**config.mk**
```make
export PLATFORM = sky130hd
export DESIGN_NAME = qspi_bus_arbiter
export DESIGN_NICKNAME = d
export VERILOG_FILES = /design/src/rtl/qspi_bus_pkg.sv /design/src/rtl/qspi_addr_decode.sv /design/src/rtl/qspi_bus_arbiter.sv
export SDC_FILE = /design/constraint.sdc
export NUM_CORES = 1
export LEC_CHECK = 0
export BUFFER_PORTS_ARGS = -buffer_cell sky130_fd_sc_hd__clkbuf_2
export CORE_MARGIN = 5
export CORE_UTILIZATION = 50
export CTS_CLUSTER_DIAMETER = 60
export DETAILED_ROUTE_END_ITERATION = 12
export HOLD_SLACK_MARGIN = 0.05
export PLACE_DENSITY_LB_ADDON = 0.25
export SLEW_MARGIN = 0
export SYNTH_ARGS = -nofsm -noshare
export SYNTH_HDL_FRONTEND = slang
export SYNTH_SLANG_ARGS = --single-unit
```
**constraint.sdc**
```tcl
create_clock -name clk -period 7.2 [get_ports clk]
set_input_delay 0.36 -clock clk [delete_from_list [all_inputs] [get_ports clk]]
set_output_delay 0.36 -clock clk [all_outputs]
set_load 0.01 [all_outputs]
```
**src/rtl/qspi_bus_pkg.sv**
```systemverilog
`default_nettype none
// ============================================================================
// Package  : qspi_bus_pkg
// Purpose  : Shared FSM encoding, transfer-size and chip-select constants for
//            the QSPI bus arbiter and its address decoder.
// Revision : 1.0 - initial release
// ============================================================================
package qspi_bus_pkg;

    typedef logic [2:0] state_t;

    localparam state_t c_st_idle  = 3'd0;
    localparam state_t c_st_issue = 3'd1;
    localparam state_t c_st_wait  = 3'd2;
    localparam state_t c_st_resp  = 3'd3;
    localparam state_t c_st_gap   = 3'd4;

    localparam logic [1:0] c_size_byte = 2'd0;
    localparam logic [1:0] c_size_half = 2'd1;
    localparam logic [1:0] c_size_word = 2'd2;
    localparam logic [1:0] c_size_bad  = 2'd3;

    localparam logic c_sel_flash = 1'b0;
    localparam logic c_sel_psram = 1'b1;

    // Grant identifiers double as the requester select for the winner mux.
    localparam logic c_grant_i = 1'b0;
    localparam logic c_grant_d = 1'b1;

endpackage : qspi_bus_pkg
`default_nettype wire

```
**src/rtl/qspi_addr_decode.sv**
```systemverilog
`default_nettype none
// ============================================================================
// Module   : qspi_addr_decode
// Purpose  : Combinational window select / illegal-access decode for the
//            arbitration winner's address, direction and size.
// Revision : 1.0 - initial release
// ============================================================================
module qspi_addr_decode
    import qspi_bus_pkg::*;
#(
    parameter logic [31:0] FLASH_BASE_ADDR = 32'h0000_0000,
    parameter logic [31:0] PSRAM_BASE_ADDR = 32'h0100_0000
) (
    input  logic [31:0] i_addr,
    input  logic        i_we,
    input  logic [1:0]  i_size,
    output logic        o_sel,
    output logic [23:0] o_offset,
    output logic        o_err
);

    logic w_hit_flash;
    logic w_hit_psram;

    assign w_hit_flash = (i_addr[31:24] == FLASH_BASE_ADDR[31:24]);
    assign w_hit_psram = (i_addr[31:24] == PSRAM_BASE_ADDR[31:24]);

    // Flash wins if both windows were ever configured onto the same page.
    assign o_sel    = w_hit_flash ? c_sel_flash : c_sel_psram;
    assign o_offset = i_addr[23:0];
    assign o_err    = (!w_hit_flash && !w_hit_psram)
                    || (w_hit_flash && i_we)
                    || (i_size == c_size_bad);

endmodule : qspi_addr_decode
`default_nettype wire

```
**src/rtl/qspi_bus_arbiter.sv**
```systemverilog
`default_nettype none
// ============================================================================
// Module   : qspi_bus_arbiter
// Purpose  : Arbitrates the fetch and data ports onto one QSPI engine with
//            alternating priority, window decode and a chip-select idle gap.
// Revision : 1.0 - initial release
// ============================================================================
module qspi_bus_arbiter
    import qspi_bus_pkg::*;
#(
    parameter logic [31:0] FLASH_BASE_ADDR = 32'h0000_0000,
    parameter logic [31:0] PSRAM_BASE_ADDR = 32'h0100_0000,
    parameter int          CS_GAP          = 2
) (
    input  logic        clk,
    input  logic        rst,
    input  logic        i_req,
    input  logic [31:0] i_addr,
    output logic        i_ack,
    output logic [31:0] i_rdata,
    output logic        i_err,
    input  logic        d_req,
    input  logic [31:0] d_addr,
    input  logic        d_we,
    input  logic [1:0]  d_size,
    input  logic [31:0] d_wdata,
    output logic        d_ack,
    output logic [31:0] d_rdata,
    output logic        d_err,
    output logic        eng_start,
    output logic        eng_sel,
    output logic [23:0] eng_addr,
    output logic        eng_we,
    output logic [1:0]  eng_size,
    output logic [31:0] eng_wdata,
    input  logic        eng_done,
    input  logic [31:0] eng_rdata,
    output logic        busy
);

    localparam int                 c_gap_w    = (CS_GAP > 1) ? $clog2(CS_GAP) : 1;
    localparam logic [c_gap_w-1:0] c_gap_last = c_gap_w'(CS_GAP - 1);
    localparam logic               c_has_gap  = (CS_GAP > 0);

    state_t             r_state;
    logic [c_gap_w-1:0] r_gap_cnt;
    logic               r_last_grant;
    logic               r_grant;
    logic               r_used_eng;

    logic               r_eng_start;
    logic               r_eng_sel;
    logic [23:0]        r_eng_addr;
    logic               r_eng_we;
    logic [1:0]         r_eng_size;
    logic [31:0]        r_eng_wdata;

    logic               r_i_ack;
    logic               r_i_err;
    logic [31:0]        r_i_rdata;
    logic               r_d_ack;
    logic               r_d_err;
    logic [31:0]        r_d_rdata;

    logic               w_any_req;
    logic               w_pick_d;
    logic [31:0]        w_win_addr;
    logic               w_win_we;
    logic [1:0]         w_win_size;
    logic [31:0]        w_win_wdata;
    logic               w_dec_sel;
    logic [23:0]        w_dec_offset;
    logic               w_dec_err;

    // Data wins only when fetch is idle or fetch held the previous grant.
    assign w_any_req   = i_req | d_req;
    assign w_pick_d    = d_req & (~i_req | (r_last_grant == c_grant_i));
    assign w_win_addr  = w_pick_d ? d_addr : i_addr;
    assign w_win_we    = w_pick_d & d_we;
    assign w_win_size  = w_pick_d ? d_size : c_size_word;
    assign w_win_wdata = w_pick_d ? d_wdata : 32'h0000_0000;

    qspi_addr_decode #(
        .FLASH_BASE_ADDR (FLASH_BASE_ADDR),
        .PSRAM_BASE_ADDR (PSRAM_BASE_ADDR)
    ) u_addr_decode (
        .i_addr   (w_win_addr),
        .i_we     (w_win_we),
        .i_size   (w_win_size),
        .o_sel    (w_dec_sel),
        .o_offset (w_dec_offset),
        .o_err    (w_dec_err)
    );

    always_ff @(posedge clk or posedge rst) begin
        if (rst) begin
            r_state      <= c_st_idle;
            r_gap_cnt    <= '0;
            r_last_grant <= c_grant_d;
            r_grant      <= c_grant_d;
            r_used_eng   <= 1'b0;
            r_eng_start  <= 1'b0;
            r_eng_sel    <= 1'b0;
            r_eng_addr   <= 24'h00_0000;
            r_eng_we     <= 1'b0;
            r_eng_size   <= 2'd0;
            r_eng_wdata  <= 32'h0000_0000;
            r_i_ack      <= 1'b0;
            r_i_err      <= 1'b0;
            r_i_rdata    <= 32'h0000_0000;
            r_d_ack      <= 1'b0;
            r_d_err      <= 1'b0;
            r_d_rdata    <= 32'h0000_0000;
        end else begin
            r_eng_start <= 1'b0;
            r_i_ack     <= 1'b0;
            r_i_err     <= 1'b0;
            r_d_ack     <= 1'b0;
            r_d_err     <= 1'b0;

            case (r_state)
                c_st_idle: begin
                    if (w_any_req) begin
                        r_last_grant <= w_pick_d;
                        r_grant      <= w_pick_d;
                        if (w_dec_err) begin
                            // Illegal access answers straight away without touching the engine.
                            r_used_eng <= 1'b0;
                            r_state    <= c_st_resp;
                            if (w_pick_d) begin
                                r_d_ack <= 1'b1;
                                r_d_err <= 1'b1;
                            end else begin
                                r_i_ack <= 1'b1;
                                r_i_err <= 1'b1;
                            end
                        end else begin
                            r_used_eng  <= 1'b1;
                            r_eng_start <= 1'b1;
                            r_eng_sel   <= w_dec_sel;
                            r_eng_addr  <= w_dec_offset;
                            r_eng_we    <= w_win_we;
                            r_eng_size  <= w_win_size;
                            r_eng_wdata <= w_win_wdata;
                            r_state     <= c_st_issue;
                        end
                    end
                end

                c_st_issue: begin
                    r_state <= c_st_wait;
                end

                c_st_wait: begin
                    if (eng_done) begin
                        if (r_grant == c_grant_d) begin
                            r_d_ack   <= 1'b1;
                            r_d_rdata <= eng_rdata;
                        end else begin
                            r_i_ack   <= 1'b1;
                            r_i_rdata <= eng_rdata;
                        end
                        r_state <= c_st_resp;
                    end
                end

                c_st_resp: begin
                    if (c_has_gap && r_used_eng) begin
                        r_gap_cnt <= '0;
                        r_state   <= c_st_gap;
                    end else begin
                        r_state <= c_st_idle;
                    end
                end

                c_st_gap: begin
                    if (r_gap_cnt == c_gap_last) begin
                        r_gap_cnt <= '0;
                        r_state   <= c_st_idle;
                    end else begin
                        r_gap_cnt <= r_gap_cnt + 1'b1;
                    end
                end

                default: begin
                    r_state <= c_st_idle;
                end
            endcase
        end
    end

    assign eng_start = r_eng_start;
    assign eng_sel   = r_eng_sel;
    assign eng_addr  = r_eng_addr;
    assign eng_we    = r_eng_we;
    assign eng_size  = r_eng_size;
    assign eng_wdata = r_eng_wdata;
    assign i_ack     = r_i_ack;
    assign i_err     = r_i_err;
    assign i_rdata   = r_i_rdata;
    assign d_ack     = r_d_ack;
    assign d_err     = r_d_err;
    assign d_rdata   = r_d_rdata;
    assign busy      = (r_state != c_st_idle);

endmodule : qspi_bus_arbiter
`default_nettype wire

```
Yosys cells after proc, flatten, opt, wreduce, memory -nomap -nowiden
Index checks and enable logic that the tools add are counted.
{"block": "op_classes", "add_sub_neg": 1, "bitwise_logic": 7, "eq_ne": 10, "reduce_logical": 16, "mux": 30}
{"op": "$mux 32", "n": 2}
{"op": "$mux 1", "n": 18}
{"op": "$pmux 3 s5", "n": 1}
{"op": "$mux 3", "n": 4}
{"op": "$reduce_and 3->1", "n": 4}
{"op": "$eq 8x1->1 const B", "n": 1}
{"op": "$logic_not 8->1", "n": 1}
{"op": "$ne 2x2->1 const B", "n": 4}
{"op": "$eq 3x2->1 const B", "n": 2}
{"op": "$pmux 1 s2", "n": 3}
{"op": "$mux 2", "n": 2}
{"op": "$reduce_and 2->1", "n": 2}
{"op": "$eq 3x1->1 const B", "n": 1}
{"op": "$eq 3x3->1 const B", "n": 1}
{"op": "$logic_not 3->1", "n": 1}
{"op": "$not 1->1", "n": 3}
{"op": "$reduce_bool 3->1", "n": 1}
{"op": "$and 1x1->1", "n": 2}
{"op": "$eq 2x2->1 const B", "n": 1}
{"op": "$logic_and 1x1->1", "n": 2}
{"op": "$logic_not 1->1", "n": 2}
{"op": "$logic_or 1x1->1", "n": 2}
{"op": "$or 1x1->1", "n": 2}
{"op": "$reduce_bool 2->1", "n": 1}
{"op": "$add 1x1->1 const B", "n": 1}
{"block": "word_totals", "output_inout_bits": 130, "reg_bits": 135}

Longest topological paths before layout
{"block": "depth", "depth_word": 12, "mapped_depth": 7}

Modules after synthesis
A second synthesis with hierarchy kept.
{"block": "unflattened", "hier_cells": 382, "area_unflattened_um2": 5764.3}
{"module": "qspi_bus_arbiter", "area_each_um2": 5534.1, "instances": 1, "seq_area_each_um2": 3379.5, "cells_per_inst": 352}
{"module": "qspi_addr_decode", "area_each_um2": 230.2, "instances": 1, "seq_area_each_um2": 0.0, "cells_per_inst": 30}

Worst setup path before layout
No wires, ideal clock.
{"block": "synth_path", "path_kind": "register to register", "startpoint": "reg r_state[2]", "endpoint": "reg r_i_rdata[10] (netlist: i_rdata[10])", "required_time_ns": 7.075, "synth_period_minus_slack_ns": 1.620, "t_arrival_ns": 1.495, "setup_time_ns": 0.125, "path_stages_with_launch": 5, "slack_ns": 5.580, "path_cell_list": "dfrtp_1 buf_2 nor4_4 buf_2 mux2_2"}
{"block": "synth_via", "elab_chain_len": 2}
{"element": "from (decl)", "line": "qspi_bus_arbiter.sv:45", "rtl": "state_t r_state;"}
{"element": "from (signal assigned)", "line": "qspi_bus_arbiter.sv:97", "rtl": "r_state <= c_st_idle;"}
{"element": "from (signal assigned)", "line": "qspi_bus_arbiter.sv:129", "rtl": "r_state <= c_st_resp;"}
{"element": "from (signal assigned)", "line": "qspi_bus_arbiter.sv:145", "rtl": "r_state <= c_st_issue;"}
{"element": "$eq 3x2->1", "line": "qspi_bus_arbiter.sv:121", "rtl": "case (r_state)"}
{"element": "$reduce_and 3->1 (no source line)"}
{"element": "to (signal assigned)", "line": "qspi_bus_arbiter.sv:161", "rtl": "r_i_rdata <= eng_rdata;"}
{"element": "to (decl)", "line": "qspi_bus_arbiter.sv:60", "rtl": "logic [31:0] r_i_rdata;"}
Every way passes these cells.
A chain may end at the register's enable or synchronous reset.

Worst setup path after layout
{"block": "layout_path", "startpoint": "reg r_state[2]", "endpoint": "reg r_eng_sel (netlist: eng_sel)"}
{"block": "layout_via", "elab_chain_len": 2}
{"element": "$logic_not 3->1", "line": "qspi_bus_arbiter.sv:121"}
{"element": "$reduce_and 3->1 (no source line)"}
{"element": "to (signal assigned)", "line": "qspi_bus_arbiter.sv:140", "rtl": "r_eng_sel <= w_dec_sel;"}
{"element": "to (decl)", "line": "qspi_bus_arbiter.sv:52", "rtl": "logic r_eng_sel;"}
Every way passes these cells.

==> results.toml <==
[routing]
totalWireLength_um = 14500
drt_first_iter_violations = 229
firstDrtPassIters = 5
wl_per_cell_um = 16.7
final_antenna_net_count = 0
drc_errors = 0
via_per_inst = 5.12
via_count = 4427

[global_routing]
grt_max_degree = 76
gr-total-overflow = 0
antenna_found_initial = 0
grt_pass1_vias = 4604
grt_pass1_wl_um = 22600
gr-usage-all-layers_pct = 21.7

[clocking]
clk_latency_ns = 0.41
cts_tree = "built"
cts.sinks = 135
cts_made_buffers = 17
clkTransAtPathRegs_ns = 0.06
cts_hold_buf = 0
h-tree-depth = 4
cts_buffer_depth = 2
post_cts_resize_count = 0
post_cts_buffers = 0
cts_root_buffer = "clkbuf_16"

[timing]
period_share_pct = 40.6
finClkSkew_ns = 0.00741
rsz0062_at_grt = "no"
setup_viol = 0
relSlewSlack_pct = 27.3
tns_ns = 0
fin_crit_ns = 2.93
tightest_slew_ns = 1.09
fmax_mhz = 342
timing_hold_violations_final = 0
slew_violations = 0

[setup_path]
path_cells = "nor3_4 > inv_2 > nor2_4 > nand2_4 > mux2_2"
r2r_setup_slack_ns = 4.27
cp-end-kind = "register"
cp.arrival_ns = 3.22
critical_path_class = "register to register"
reg2reg_depth = 5
slowest_stage = "nor2_4"
worstReg2RegEnd = "eng_sel$_DFFE_PP0P_"
cp-start-kind = "register"
worstPathMaxFanout = 53
regToRegStartpoint = "r_state[2]$_DFFE_PP0P_"
crit_path_max_incr_delay_ns = 0.84
required_ns = 7.49

[die]
ios = 266
die_h_um = 116
rows = 38
core-area_um2 = 11000
start_util_pct = 51.6
die_w_um = 116
die_area_um2 = 13600

[outcome]
status = "complete, no violations"

[synthesis]
ys_seq_area_share_pct = 59.7
syn-cell-area_um2 = 5670
synthCells = 452
syn_nets = 588
synth_area_per_cell_um2 = 12.5
synth_cell_types = 31
yosys_warnings = 0
ys_ff_latch = 135

[placed_design]
gp_congestion = 0.808
dp.final_hpwl_um = 10900
portBuffers = 265

[final_layout]
num-fill-cells = 842
fin_nets = 849
multiInputGateArea_um2 = 2010
final-seq-area_um2 = 3380
layout-drive-gt1-share_pct = 51.3
syn_to_final_growth_pct = 34.7
antenna-diode-count = 0

[power]
p_leak_nw = 4.24
ir_drop_uv = 250
power_mw = 2.85
p_per_area_nw_per_um2 = 373

[worst_hold_path]
hp-class = "primary input to asynchronous set/reset pin"

[run]
cap_violations = 0
[cells in the mapped netlist, drive strengths merged]
| cell type | instances | area (um^2) |
|---|---|---|
| a31oi | 25 | 156 |
| dfrtp | 134 | 3350 |
| o21a | 2 | 15.0 |
| a41oi | 1 | 8.76 |
| a21boi | 1 | 7.51 |
| a211oi | 1 | 7.51 |
| nor4 | 3 | 33.8 |
| mux2 | 65 | 732 |
| nand2 | 43 | 169 |
| nand3 | 3 | 15.0 |
| mux2i | 58 | 581 |
| buf | 18 | 108 |
| dfstp | 1 | 26.3 |
| nand2b | 1 | 6.26 |
| o22ai | 2 | 26.3 |
| a21oi | 28 | 140 |
| o21ai | 3 | 15.0 |
| nor3 | 6 | 41.3 |
| nor2 | 7 | 33.8 |
| or2 | 1 | 6.26 |
| clkbuf | 10 | 37.5 |
| inv | 39 | 146 |
[worst max-delay path by stage]
stage                            from             endpoint  slack, ns  depth (start not counted)
2_1_floorplan                     rst      d_ack$_DFF_PP0_       3.23                          1
3_3_place_gp   r_state[2]$_DFFE_PP0P_  eng_sel$_DFFE_PP0P_       4.35                          5
3_5_place_dp   r_state[2]$_DFFE_PP0P_  eng_sel$_DFFE_PP0P_       4.26                          5
4_1_cts        r_state[2]$_DFFE_PP0P_  eng_sel$_DFFE_PP0P_       4.25                          5
5_1_grt        r_state[2]$_DFFE_PP0P_  eng_sel$_DFFE_PP0P_       3.99                          5
6_report       r_state[2]$_DFFE_PP0P_  eng_sel$_DFFE_PP0P_       4.27                          5
[flip-flops by register name (all words and copies together) (netlist names), 2 cells and up]
name / count
d_rdata: 32
eng_addr: 24
eng_size: 2
eng_wdata: 32
i_rdata: 32
r_state: 3
[cells in the final DEF, fill, tap and decap left out, types with 2 or more instances in the layout]
cell        count
clkbuf_2      265
o21a_1          2
inv_6           2
clkbuf_16      17
nand3_1         3
nand2_1        42
nor4_1          2
clkinvlp_4      3
clkinv_2        2
nor3_1          5
mux2_1          2
nor2_1          6
a21oi_1        28
clkbuf_8        2
clkbuf_1        2
clkinv_4        2
buf_4           5
a31oi_1        25
mux2_2         63
o21ai_0         3
dfrtp_1       134
inv_1          37
mux2i_1        58
[critical path, delay by kind of cell (launching register included)]
family / cells / cell delay (ns)
simple gates: 3 / 1.76
flops: 1 / 0.51
mux: 1 / 0.45
buf+inv: 1 / 0.08
[stage by stage]
stage	util [%]	hold WS [ns]	area (um^2)	std cells	worst slack [ns]
after floorplan	-	0.423	5670	452	3.23
final	69.5	0.0743	7630	865	4.27
after global routing	69.5	0.147	7630	865	3.99
after CTS	69.5	0.0912	7630	865	4.25
after detailed placement	64.4	0.479	7070	834	4.26
after global placement	64.4	0.469	7070	834	4.35
[metal layers]
metal  vias up  track usage, %  share of wire [%]
li1       2083               -                  -
met1      2144            25.6                 37
met2       178            37.6                 53
met3        22            6.63                8.1
met4         0            7.58                1.9
met5         -               0                  0
[area by class of cell]
type,instances,share of cell area [%]
multi-input combinational,250,26.3
tap,140,2.30
inverter,39,1.95
clock inverter,10,1.28
timing repair buffer,270,17.9
clock buffer,21,6.03
sequential,135,44.3
[cells by family after synthesis]
kind of cell	synth area share, %
DFF	59.7
muxes	23.2
and+or+nand+nor	5.39
AOI/OAI and AO/OA	6.65
buffers and inverters	5.15
[report_power, final]
| group | total [mW] | internal, mW | switching, mW |
|---|---|---|---|
| sequential | 1.15 | 1.01 | 0.144 |
| combinational | 0.885 | 0.431 | 0.455 |
| clock | 0.809 | 0.493 | 0.316 |
Note: power is estimated with default switching activity, not from simulation.
